[src/rtl/rf_read_arbiter_if.sv]
// Request/grant bundle between the read-mux requesters, the mux consumer and the
// round-robin arbiter that owns the mux select.
interface rf_read_arbiter_if;
  logic [31:0] req;
  logic        out_ready;
  logic        grant_valid;
  logic [4:0]  grant_select;
  logic [31:0] grant_onehot;
  logic        grant_last;

  modport master (
    input  req,
    input  out_ready,
    output grant_valid,
    output grant_select,
    output grant_onehot,
    output grant_last
  );

  modport slave (
    output req,
    output out_ready,
    input  grant_valid,
    input  grant_select,
    input  grant_onehot,
    input  grant_last
  );
endinterface

[src/rtl/rf_read_arbiter.sv]
// Round-robin arbiter for the 32:1 register-file read mux with bounded bursts per grant.
// Hand-offs re-arbitrate in the releasing edge, so grant_valid never bubbles between owners.
module rf_read_arbiter #(
  parameter int BURST_MAX = 4
) (
  input  logic              clk,
  input  logic              reset,
  rf_read_arbiter_if.master bus
);

  typedef enum logic {IDLE, GRANT} state_t;

  localparam logic [3:0] LAST_BEAT = 4'(BURST_MAX - 1);

  state_t     state;
  state_t     state_nxt;
  logic [4:0] ptr;
  logic [4:0] ptr_nxt;
  logic [4:0] sel;
  logic [4:0] sel_nxt;
  logic [3:0] beat_cnt;
  logic [3:0] beat_nxt;
  logic [4:0] rel_ptr;
  logic [5:0] idle_hit;
  logic [5:0] rel_hit;

  // Returns {found, index} of the first set request scanning start, start+1, ... mod 32.
  function automatic logic [5:0] rr_search(input logic [31:0] req, input logic [4:0] start);
    logic [5:0] res;
    logic [4:0] idx;
    res = '0;
    for (int i = 31; i >= 0; i--) begin
      idx = start + 5'(i);
      if (req[idx]) res = {1'b1, idx};
    end
    return res;
  endfunction

  assign rel_ptr  = sel + 5'd1;
  assign idle_hit = rr_search(bus.req, ptr);
  assign rel_hit  = rr_search(bus.req, rel_ptr);

  always_comb begin
    state_nxt = state;
    ptr_nxt   = ptr;
    sel_nxt   = sel;
    beat_nxt  = beat_cnt;
    case (state)
      IDLE: begin
        if (idle_hit[5]) begin
          sel_nxt   = idle_hit[4:0];
          beat_nxt  = '0;
          state_nxt = GRANT;
        end
      end
      GRANT: begin
        if (bus.out_ready) begin
          if (bus.req[sel] && (beat_cnt < LAST_BEAT)) begin
            beat_nxt = beat_cnt + 4'd1;
          end else begin
            // Released owner sits last in the new search order.
            ptr_nxt = rel_ptr;
            if (rel_hit[5]) begin
              sel_nxt  = rel_hit[4:0];
              beat_nxt = '0;
            end else begin
              state_nxt = IDLE;
            end
          end
        end
      end
      default: state_nxt = IDLE;
    endcase
  end

  always_ff @(posedge clk or posedge reset) begin
    if (reset) begin
      state    <= IDLE;
      ptr      <= '0;
      sel      <= '0;
      beat_cnt <= '0;
    end else begin
      state    <= state_nxt;
      ptr      <= ptr_nxt;
      sel      <= sel_nxt;
      beat_cnt <= beat_nxt;
    end
  end

  assign bus.grant_valid  = (state == GRANT);
  assign bus.grant_select = sel;
  assign bus.grant_onehot = (state == GRANT) ? (32'd1 << sel) : '0;
  assign bus.grant_last   = (state == GRANT) && (beat_cnt == LAST_BEAT);

endmodule

[src/flat_wrapper.sv]
// flat-port wrapper written by rule: the top's interface ports become plain ports
module rf_read_arbiter_flat 
#(
  parameter int BURST_MAX = 4
)
  (clk, reset, bus_req, bus_out_ready, bus_grant_valid, bus_grant_select, bus_grant_onehot, bus_grant_last);
  rf_read_arbiter_if bus_i ();
  input  logic clk;
  input  logic reset;
  input wire logic [$bits(bus_i.req)-1:0] bus_req;
  input wire logic [$bits(bus_i.out_ready)-1:0] bus_out_ready;
  output wire logic [$bits(bus_i.grant_valid)-1:0] bus_grant_valid;
  output wire logic [$bits(bus_i.grant_select)-1:0] bus_grant_select;
  output wire logic [$bits(bus_i.grant_onehot)-1:0] bus_grant_onehot;
  output wire logic [$bits(bus_i.grant_last)-1:0] bus_grant_last;
  assign bus_i.req = bus_req;
  assign bus_i.out_ready = bus_out_ready;
  assign bus_grant_valid = bus_i.grant_valid;
  assign bus_grant_select = bus_i.grant_select;
  assign bus_grant_onehot = bus_i.grant_onehot;
  assign bus_grant_last = bus_i.grant_last;
  rf_read_arbiter #(.BURST_MAX(BURST_MAX)) u_core (.clk(clk), .reset(reset), .bus(bus_i));
endmodule
[config.mk]
export PLATFORM = sky130hd
export DESIGN_NAME = rf_read_arbiter_flat
export DESIGN_NICKNAME = d
export VERILOG_FILES = /design/src/rtl/rf_read_arbiter_if.sv /design/src/rtl/rf_read_arbiter.sv /design/src/flat_wrapper.sv
export SDC_FILE = /design/constraint.sdc
export NUM_CORES = 1
export LEC_CHECK = 0
export BUFFER_PORTS_ARGS = -buffer_cell sky130_fd_sc_hd__buf_2
export CORE_UTILIZATION = 45
export CTS_CLUSTER_DIAMETER = 120
export DETAILED_ROUTE_END_ITERATION = 8
export PLACE_DENSITY_LB_ADDON = 0.25
export SYNTH_ARGS = -nofsm -noshare
export SYNTH_HDL_FRONTEND = slang
export SYNTH_SLANG_ARGS = --single-unit
[constraint.sdc]
create_clock -name clk -period 7.4 [get_ports clk]
set_input_delay 1.11 -clock clk [delete_from_list [all_inputs] [get_ports clk]]
set_output_delay 1.11 -clock clk [all_outputs]
set_load 0.1 [all_outputs]
Word-level counts from Yosys, hierarchy flattened

Cells that the tools add are included.

Logic and storage cells: 358
Input bits: 35
Memories kept: 0
ROM bits: 0
Register bits: 15
Latch bits: 0
RAM bits: 0
Output and inout bits: 39

$add $sub $neg: 64
Shift-type cells: 1
Mux-type cells: 210
Divide/modulo/power cells: 0
Magnitude comparators: 66
Eq/ne operators: 6
Multiply operators: 0
Bitwise gates (word level): 2
Reduce and logical (&&, ||, !) cells: 5

Operators by type and width:

| kind                 | count |
|---|---|
| $lt 5x6->1 const B   | 65 |
| $mux 6               | 64 |
| $bmux 1 s5           | 65 |
| $add 5x5->5 const B  | 32 |
| $add 5x4->5 const B  | 16 |
| $mux 1               | 69 |
| $add 5x3->5 const B  | 8 |
| $mux 32              | 1 |
| $shl 1x5->32 const A | 1 |
| $add 5x2->5 const B  | 4 |
| $mux 5               | 4 |
| $mux 4               | 4 |
| $add 5x1->5 const B  | 3 |
| $pmux 5 s2           | 1 |
| $pmux 4 s2           | 1 |
| $ne 2x2->1 const B   | 3 |
| $reduce_and 3->1     | 2 |
| $add 4x1->4 const B  | 1 |
| $eq 4x2->1 const B   | 1 |
| $lt 4x2->1 const B   | 1 |
| $reduce_and 4->1     | 1 |
| $ne 3x3->1 const B   | 1 |
| $logic_and 1x1->1    | 2 |
| $ne 2x1->1 const B   | 1 |
| 2 further kinds      | 3 |

Longest topological paths before layout

Word-level depth: 40
Depth in mapped cells: 20
Gate-level depth less buffers: 15

Worst setup path after synthesis

No wires, ideal clock.

Path kind: reg2reg
Start point: register u_core.sel[2], in the netlist u_core.bus.grant_select[2]
End point: register u_core.sel[0], in the netlist u_core.bus.grant_select[0]
Library setup time: 0.104 ns
Setup slack: 1.836 ns
Arrival: 5.460 ns
Clock period less this slack: 5.564 ns
Buffers on the path: 5
Cell stages (with the launch flop): 19
Required time: 7.296 ns
Cell sequence: dfrtp_1 buf_2 inv_1 ha_1 buf_2 clkinv_1 clkbuf_1 ha_1 buf_2 clkbuf_1 and2_1 xnor3_1 mux2_1 mux4_2 and3_1 a41oi_2 o21ai_4 or4_1 o311ai_1

Word-level cells in the longest chain between the ends: 40
Elaborated cells on any way between the ends: 138
Those cells by class: 32 x add/sub; 2 x eq/ne; 102 x mux; 2 x reduce/logical

RTL lines:

| item                         | line                  | source |
|---|---|---|
| from (decl)                  | rf_read_arbiter.sv:19 | `logic [4:0] sel;` |
| from (signal assigned)       | rf_read_arbiter.sv:85 | `sel <= sel_nxt;` |
| $add 5x1->5 *                | rf_read_arbiter.sv:39 | `assign rel_ptr = sel + 5'd1;` |
| via u_core.rel_ptr[2]        | rf_read_arbiter.sv:23 | `logic [4:0] rel_ptr;` |
| $add 5x5->5                  | rf_read_arbiter.sv:33 | `idx = start + 5'(i);` |
| $bmux 1 s5                   | rf_read_arbiter.sv:34 | `if (req[idx]) res = {1'b1, idx};` |
| $mux 1 (implied by the code) | rf_read_arbiter.sv:34 |  |
| $mux 6 (31 in a row)         | rf_read_arbiter.sv:34 |  |
| $mux 6 *                     | rf_read_arbiter.sv:34 |  |
| $mux 5                       | rf_read_arbiter.sv:63 | `if (rel_hit[5]) begin` |
| $mux 5                       | rf_read_arbiter.sv:58 | `if (bus.req[sel] && (beat_cnt < LAST_BEAT)) begin` |
| $mux 5                       | rf_read_arbiter.sv:57 | `if (bus.out_ready) begin` |
| $pmux 5 s2                   | rf_read_arbiter.sv:48 | `case (state)` |

Mark *: on every way through the listed nets, which the timed path passes. The rest lies on a longest branch. The select of a mux whose other input is x is not followed.
A chain may end at the register's enable or synchronous reset.

Worst setup path after layout

Start point: register u_core.sel[2], in the netlist u_core.bus.grant_select[2]
End point: register u_core.sel[3], in the netlist u_core.bus.grant_select[3]

Word-level cells in the longest chain between the ends: 40
Elaborated cells on any way between the ends: 138
Those cells by class: 32 x add/sub; 2 x eq/ne; 102 x mux; 2 x reduce/logical

RTL lines:

| item                         | line |
|---|---|
| $add 5x1->5                  | rf_read_arbiter.sv:39 |
| $add 5x5->5                  | rf_read_arbiter.sv:33 |
| $bmux 1 s5                   | rf_read_arbiter.sv:34 |
| $mux 1 (implied by the code) | rf_read_arbiter.sv:34 |
| $mux 6 (32 in a row)         | rf_read_arbiter.sv:34 |
| $mux 5                       | rf_read_arbiter.sv:63 |
| $mux 5                       | rf_read_arbiter.sv:58 |
| $mux 5                       | rf_read_arbiter.sv:57 |
| $pmux 5 s2                   | rf_read_arbiter.sv:48 |

Several ways; a longest one is shown, not always the timed one. The select of a mux whose other input is x is not followed.

==> flow_metrics.py <==
metrics = {
    "clock_network": {
        "cts_sinks": 15,
        "cts.clk_slew.worst_paths_ps": 50,
        "cts_tree": "done",
        "cts_buffers": 3,
        "ctsResizeCount": 0,
        "ctsHoldBuffers": 0,
        "postCtsSetupBuffers": 0,
        "htreeDepth": 1,
        "clock_path_buffers": 2,
        "clk_latency_ps": 240,
        "clockRootBuffer": "clkbuf_16",
    },
    "placed_design": {
        "dpl.hpwl_um": 44700,
        "numPlacedInstances": 1921,
        "place.gp.congestion": 1.11,
        "port_buffers": 73,
    },
    "global_route": {
        "grt_max_degree": 64,
        "globalRouteOverflowTotal": 0,
        "gr-usage-met2_pct": 57.7,
        "grt_util_all_layers_pct": 39.7,
        "gr-usage-met1_pct": 56.9,
        "grt_pass1_vias": 13090,
        "grt_use_met3_pct": 10.2,
        "antenna_found_initial": 0,
        "grt_pass1_wl_um": 85400,
        "grt-busiest-layer": "met2",
    },
    "routing": {
        "avgViaCountPerCell": 7.48,
        "drt_iter0_markers": 2284,
        "drtPass1Iterations": 9,
        "drc": 4,
        "totalWireLength_um": 57400,
        "antenna_left": 0,
        "wl_per_cell_um": 29.8,
        "vias": 14397,
    },
    "logic_synthesis": {
        "synthArstFlopShare_pct": 100,
        "synth_edf_count": 0,
        "netlist_instances": 1547,
        "ys_types": 103,
        "synth-xor-area-share_pct": 6.01,
        "post-synth-top-count-cell": "nand2_1",
        "post-synth-top-area-cell": "mux4_2",
        "ys.flop_type": "dfrtp_1",
        "synthMuxAreaShare_pct": 38.8,
        "synth.cell_area_um2": 12600,
        "synthAdderAreaFrac_pct": 2.38,
        "synth_compound_area_share_pct": 22.8,
        "synth-seq-cells": 15,
        "yosysTopAreaCellShare_pct": 24.7,
        "avgSynthCellArea_um2": 8.14,
        "synth_fp_nets": 1606,
        "yosysSeqAreaShare_pct": 2.98,
        "ys_warn_count": 0,
        "synth_top_family_by_area": "multiplexers",
        "synth_area_leaders": "mux4_2 25%, mux2i_1 7.4%, mux2_2 6.1%",
        "synth_commonest_cells": "172 x nand2_1, 150 x nor2_1, 138 x mux4_2",
        "synth_simple_gate_area_share_pct": 20.6,
    },
    "floorplan": {
        "die_y_um": 169,
        "start_util_pct": 46.3,
        "io_pins": 74,
        "die-area_um2": 28700,
        "num_rows": 60,
        "core_area_um2": 27200,
        "die_w_um": 169,
    },
    "timing": {
        "rsz0062_at_grt": "no",
        "report.final.hold_viol_count": 0,
        "setup_viol": 0,
        "fin_setup_tns_ps": 0,
        "fmax_mhz": 159,
        "finClkSkew_ps": 2.37,
        "drv_slew": 0,
        "period_share_pct": 84.9,
        "min_period_ps": 6280,
        "slew_headroom_pct": 23.1,
        "max_slew.worst_pin.slew_ps": 1120,
    },
    "hold_path": {
        "hp-class": "register to register",
        "min_from": "u_core.beat_cnt[1]",
        "hold-path-endpoint": "u_core.beat_cnt[1]",
        "hold_depth": 2,
    },
    "worst_setup_path": {
        "reg2reg_slack_ps": 1120,
        "cp_max_fo": 18,
        "critPathLaunchType": "register",
        "timing.rr.start": "u_core.bus.grant_select[2]",
        "crit_type": "register to register",
        "r2r_cells": 14,
        "required_ps": 7510,
        "endpoint_kind": "register",
        "cp.arrival_ps": 6390,
        "reg2reg_to": "u_core.bus.grant_select[3]",
    },
    "cells_and_area": {
        "final_nets": 1613,
        "drive_above_1_share_pct": 23.9,
        "area_growth_pct": 5.27,
        "diodes": 0,
        "finalNonFillerCells": 1925,
    },
    "run_status": {
        "status": "complete, but fails checks",
        "failed_checks": "DRC",
    },
    "job": {
        "maxCapViolations": 0,
    },
}
[cells by family (layout without fill, tap and decap cells)]
kind of cell | after synthesis | count (layout)
AOI/OAI and AO/OA | 418 | 418
xor gates and xnor gates | 70 | 70
adders and majority gates | 24 | 24
muxes | 305 | 305
DFF | 15 | 15
and+or+nand+nor | 548 | 548
buffers and inverters | 167 | 173
[final cells by class]
type	count	area [µm²]
fillers	2758	13900
multi-input cells	1365	11400
repair buffers	121	726
well taps	372	465
flip-flops and latches	15	379
inverters	48	180
clock buffers	4	78.8
[critical path: stages, from the launching register on]
cell	delay, ps
dfrtp_1	470
buf_4	250
and3_1	520
xnor2_4	350
inv_2	430
ha_1	880
a21oi_1	220
xnor2_1	740
o21a_1	220
o2111ai_1	240
nor4b_1	900
a41oi_2	310
o21a_1	330
o2111ai_1	130
o2111ai_1	130
[registers in the layout, summed over array words and instances, names as in the netlist]
register and flops:
u_core.bus.grant_select 5, u_core.ptr 5, u_core.beat_cnt 4, u_core.bus.grant_valid 1
[metrics by stage]
| step | instance area, µm² | utilization [%] | setup slack [ps] | hold WS (ps) |
|---|---|---|---|---|
| floorplan | 12600 | - | 1840 | 475 |
| global placement | 13200 | 48.5 | 1340 | 506 |
| detailed placement | 13200 | 48.5 | 1360 | 514 |
| CTS | 13300 | 48.8 | 1380 | 525 |
| global route | 13300 | 48.8 | 942 | 549 |
| finish | 13300 | 48.8 | 1120 | 525 |
[how the worst max path moves through the flow]
stage	endpoint	from	cells after the start
after floorplan	u_core.bus.grant_select[0]	u_core.bus.grant_select[2]	18
after global placement	u_core.bus.grant_select[1]	u_core.bus.grant_select[2]	15
after detailed placement	u_core.bus.grant_select[3]	u_core.bus.grant_select[2]	16
after CTS	u_core.bus.grant_select[3]	u_core.bus.grant_select[2]	16
after global routing	u_core.bus.grant_select[3]	u_core.bus.grant_select[2]	16
final	u_core.bus.grant_select[3]	u_core.bus.grant_select[2]	14
[layout by cell type, fill, tap and decap left out, types with 8 or more instances in the layout]
master	count
or3_1	16
o2111ai_1	10
a221oi_1	9
o21a_1	11
o31ai_1	17
and3_1	9
clkinv_1	10
o311ai_0	9
ha_1	23
nor2b_1	14
dfrtp_1	12
a31oi_1	19
xnor2_1	51
a211oi_1	21
mux2i_1	93
nand2_1	172
mux2_2	68
o21ai_0	79
inv_1	37
buf_2	73
a21boi_0	8
nor2_1	150
nand2b_1	16
mux4_2	138
o221ai_1	8
buf_4	48
a21o_1	9
a21oi_1	90
o22ai_1	8
nor4_1	17
a2111oi_0	9
and2_1	12
o211ai_1	21
nor3_1	55
nand3_1	35
nand4_1	11
[routing by layer]
metal / vias to the layer above / share of wire (%)
li1: 6052 / -
met3: 174 / 14
met5: - / 0
met4: 0 / 3.7
met2: 1181 / 42
met1: 6990 / 40
Power is not shown: default switching activity piles up to over one toggle a cycle in this logic, so the estimate is an artifact.
